`src/rtl/elastic_stage_reg.sv`:
```
// Elastic pipeline stage: main entry M drives the output; an optional skid entry S lets
// in_ready come straight from a flop so no combinational path crosses the stage.
module elastic_stage_reg #(
  parameter int unsigned      WIDTH   = 32,
  parameter logic [WIDTH-1:0] RST_VAL = '0,
  parameter int unsigned      SKID    = 1
) (
  input  logic             clk,
  input  logic             rst,
  input  logic             in_valid,
  input  logic [WIDTH-1:0] in_data,
  output logic             in_ready,
  output logic             out_valid,
  output logic [WIDTH-1:0] out_data,
  input  logic             out_ready,
  input  logic             flush,
  output logic [1:0]       count
);

  localparam bit HasSkid = (SKID != 0);

  logic             m_valid_q, m_valid_d;
  logic [WIDTH-1:0] m_data_q, m_data_d;
  logic             s_valid_q, s_valid_d;
  logic [WIDTH-1:0] s_data_q, s_data_d;
  logic             in_fire, out_fire;

  always_comb begin
    in_fire   = in_valid & in_ready;
    out_fire  = m_valid_q & out_ready;
    m_valid_d = m_valid_q;
    m_data_d  = m_data_q;
    s_valid_d = s_valid_q;
    s_data_d  = s_data_q;

    if (flush) begin
      // Squash both entries; payload registers keep whatever they hold.
      m_valid_d = 1'b0;
      s_valid_d = 1'b0;
    end else if (!m_valid_q || out_fire) begin
      if (s_valid_q) begin
        m_valid_d = 1'b1;
        m_data_d  = s_data_q;
        s_valid_d = in_fire;
        if (in_fire) begin
          s_data_d = in_data;
        end
      end else if (in_fire) begin
        m_valid_d = 1'b1;
        m_data_d  = in_data;
      end else begin
        m_valid_d = 1'b0;
      end
    end else if (HasSkid && in_fire) begin
      s_valid_d = 1'b1;
      s_data_d  = in_data;
    end

    if (!HasSkid) begin
      s_valid_d = 1'b0;
    end
  end

  always_ff @(posedge clk) begin
    if (rst) begin
      m_valid_q <= 1'b0;
      m_data_q  <= RST_VAL;
      s_valid_q <= 1'b0;
      s_data_q  <= RST_VAL;
    end else begin
      m_valid_q <= m_valid_d;
      m_data_q  <= m_data_d;
      s_valid_q <= s_valid_d;
      s_data_q  <= s_data_d;
    end
  end

  generate
    if (HasSkid) begin : g_skid
      // Registered copy of !S.valid so in_ready never depends on out_ready this cycle.
      logic in_ready_q;
      always_ff @(posedge clk) begin
        if (rst) begin
          in_ready_q <= 1'b1;
        end else begin
          in_ready_q <= !s_valid_d;
        end
      end
      assign in_ready = in_ready_q;
    end else begin : g_noskid
      assign in_ready = !m_valid_q | out_ready;
    end
  endgenerate

  assign out_valid = m_valid_q;
  assign out_data  = m_data_q;
  assign count     = {1'b0, m_valid_q} + {1'b0, s_valid_q};

endmodule

```
`config.mk`:
```
export PLATFORM = sky130hd
export DESIGN_NAME = elastic_stage_reg
export DESIGN_NICKNAME = d
export VERILOG_FILES = /design/src/rtl/elastic_stage_reg.sv
export SDC_FILE = /design/constraint.sdc
export NUM_CORES = 1
export LEC_CHECK = 0
export CAP_MARGIN = 10
export CORE_ASPECT_RATIO = 0.7
export CORE_MARGIN = 2
export CORE_UTILIZATION = 45
export CTS_BUF_LIST = sky130_fd_sc_hd__clkbuf_8
export DETAILED_ROUTE_END_ITERATION = 10
export DONT_BUFFER_PORTS = 1
export GPL_ROUTABILITY_DRIVEN = 0
export GPL_TIMING_DRIVEN = 0
export PLACE_DENSITY = 0.6
export RECOVER_POWER = 100
export SYNTH_ARGS = -nofsm -noshare
export SYNTH_HDL_FRONTEND = slang
export SYNTH_SLANG_ARGS = --single-unit
export TNS_END_PERCENT = 20
```
`constraint.sdc`:
```
create_clock -name clk -period 1.8 [get_ports clk]
set_input_delay 0.36 -clock clk [delete_from_list [all_inputs] [get_ports clk]]
set_output_delay 0.36 -clock clk [all_outputs]
set_load 0.1 [all_outputs]
```
==> results.md <==
* Ant. Diodes at 0
* Max cap viols at 0
* Buf/Inv on CP at 2
* Rel. slew slack at 32.7%
* Drt total wl at 7940 um
* Post-route core utilization at 53.0%
* Num CTS Buffers at 9
* Hold Crit Start: in_data[8]
* Worst reg2reg path depth at 5
* RSZ-0062 raised after global routing: true
* Nets at 389
* Via density at 5.37
* Antenna violations before repair at 0
* Fmax at 0.587 GHz
* Peak VDD IR at 0.461 mV
* Warnings, synthesis at 0
* CTS Sinks at 67
* CTS tree: built
* Worst-Margin Slew at 1.01 ns
* Most common cell in the netlist: dfxtp_1
* Vias in the first global route at 2422
* Worst-path clk slew at 0.07 ns
* Placeable Area at 0.00688 sq mm
* CP Max Fanout at 10
* Cell taking the most area after synthesis: dfxtp_1
* Final Hold Vio Count at 0
* Critical Path Slowest Stage Cell: dfxtp_4
* Lkg Pwr at 0.00122 uW
* Syn-to-layout area delta at 12.4%
* Largest net degree at the start of global routing at 11
* Iter 0 DRT Violations at 99
* Power per Cell Area at 951 mW/mm^2
* Worst skew pair latency at 0.34 ns
* Top cells by area, synth: dfxtp_1 (41%), nand2b_1 (13%), mux2_2 (11%)
* Initial Util at 47.2%
* Clock skew at 0.00691 ns
* Routed Antenna Nets at 0
* Fin crit share at 94.7%
* Die ar. at 0.00792 sq mm
* Filler cells at 655
* Post-synth EDFFs at 0
* Hold Path Class: primary input to register
* Final setup TNS at 0 ns
* I/O Pins at 73
* Synth top area share at 41.3%
* Max incr delay on CP at 0.57 ns
* Critical Path RT at 2.06 ns
* Distinct cells, synth at 22
* Global route overflow at 0
* Share of cells above drive strength 1 at 21.3%
* Critical path class: register to register
* Via count at 2417
* Max-slew violations at 0
* Clock H-tree levels at 3
* Main synth FF type: dfxtp_1
* Sequential share of the synthesized area at 41.3%
* Mapped Avg Cell Area at 9.63 sq um
* Cell count after synthesis at 337
* Overall routing resource usage at 21.0%
* Critical Path AT at 1.96 ns
* Drt wl/cell at 17.6 um
* DR pass1 iterations at 6
* Async S/R FF share, synth at 0%
* Clock Tree Buf Depth at 2
* Die width at 106 um
* Status: complete, no violations
* Yosys reg bits at 67
* Worst hold stages at 2
* Worst R2R Start: in_ready
* CP startpoint kind: register
* Std-Cell Rows at 25
* Crit-path cells: a21oi_4 -> or3_1 -> buf_2 -> buf_6 -> a211oi_1
* Setup slack, reg-to-reg at 0.1 ns
* Clk root buf: clkbuf_8
* Post-synth top cells: dfxtp_1 (67), nand2b_1 (65), inv_1 (33)
* Setup crit end kind: register
* CP delay by family, top: flip-flops
* WHS Endpoint: s_data_q[8]
* Final HPWL DP at 5540 um
* Buffers on Ports at 0
* First-pass GRT wire length at 12700 um
* Die Ht at 75.1 um
* FF-to-FF End: out_data[7]
* CTS Hold Buffers Added at 0
* Post-Syn Nets at 375
* Final Setup Violations at 0
* Post-synth design cell area at 0.00325 sq mm
* DRC viols at 0
* Fin crit period at 1.70 ns
-- metrics by stage --
stage,total power (uW),std cells,worst slack (ns),cell area (sq um),hold WS [ns]
3_3_place_gp,2280,431,-0.209,3370,0.456
4_1_cts,3480,447,0.0182,3600,0.154
5_1_grt,3600,450,-0.00349,3650,0.156
2_1_floorplan,2220,337,0.0329,3250,0.445
6_report,3470,450,0.0957,3650,0.167
3_5_place_dp,2280,431,-0.230,3370,0.464
-- cells by family after synthesis --
family	synth area share, %
simple gates	19.8
flops	41.3
buf+inv	8.82
mux	21.0
compound gates	8.75
fa+ha+maj	0.385
-- layer usage --
| layer | up-vias | part of all wire, % | GRT usage (%) |
|---|---|---|---|
| li1 | 1188 | - | - |
| met1 | 1159 | 50 | 29.3 |
| met2 | 62 | 42 | 30.5 |
| met3 | 8 | 6.8 | 7.97 |
| met4 | 0 | 1.0 | 5.99 |
| met5 | - | 0 | 0 |
-- worst reg2reg max path, cell delays in order, from the launching register on --
cell and delay, ns:
dfxtp_4 0.57, a21oi_4 0.14, or3_1 0.35, buf_2 0.17, buf_6 0.16, a211oi_1 0.24
-- registers in the layout, summed over array words and instances, names as in the netlist --
signal	cells
out_valid	1
out_data	32
in_ready	1
s_data_q	32
s_valid_q	1
-- cell type report --
type / count / area, sq um / share of cell area [%]
repair buffers: 4 / 26.3 / 0.720
clock buffers: 13 / 179 / 4.90
plain buffers: 31 / 168 / 4.59
flip-flops and latches: 67 / 1350 / 37.0
inverters: 33 / 124 / 3.39
clock inverters: 3 / 12.5 / 0.343
well taps: 94 / 118 / 3.22
multi-input cells: 205 / 1670 / 45.9
-- power breakdown --
group | internal [uW] | switching, uW | leakage [uW]
Combinational | 144 | 170 | 0.000567
Sequential | 1540 | 416 | 0.000547
Clock | 640 | 562 | 0.000108
Total | 2320 | 1150 | 0.00122
-- worst max path at each step --
stage                    from           end  slack [ns]  cells past startpoint
finish               in_ready   out_data[7]         0.1                      5
detailed placement   in_ready   out_data[9]       -0.23                      5
global route         in_ready  out_data[15]      -0.003                      5
floorplan            in_ready  out_data[10]        0.03                      5
CTS                 out_valid  out_data[11]        0.02                      6
global placement    out_valid  out_data[24]       -0.21                      5
-- placed cells by master, fill, tap and decap left out --
cell type	Yosys	layout
a211oi_1	30	25
a211oi_2	3	7
a211oi_4	0	1
a21boi_0	1	1
a21oi_4	0	1
and2_1	1	1
buf_2	4	2
buf_4	4	7
buf_6	3	3
clkbuf_1	21	18
clkbuf_2	0	3
clkbuf_4	0	2
clkbuf_8	0	13
clkinv_2	0	1
dfxtp_1	67	65
dfxtp_4	0	2
ha_4	0	1
inv_1	33	35
mux2_2	32	32
mux2i_1	32	32
nand2_1	2	2
nand2b_1	65	65
nand3_1	1	1
nor2_1	1	1
nor2b_2	0	1
nor4_1	32	32
o21ai_0	1	1
or3_1	1	1
-- timing repair --
item	in CTS	in global routing
setup buffers	0	4
setup endpoints to repair	64	59
pin swaps	0	2
resized for setup	9	7
No activity file was read; power rests on OpenSTA's default activity.
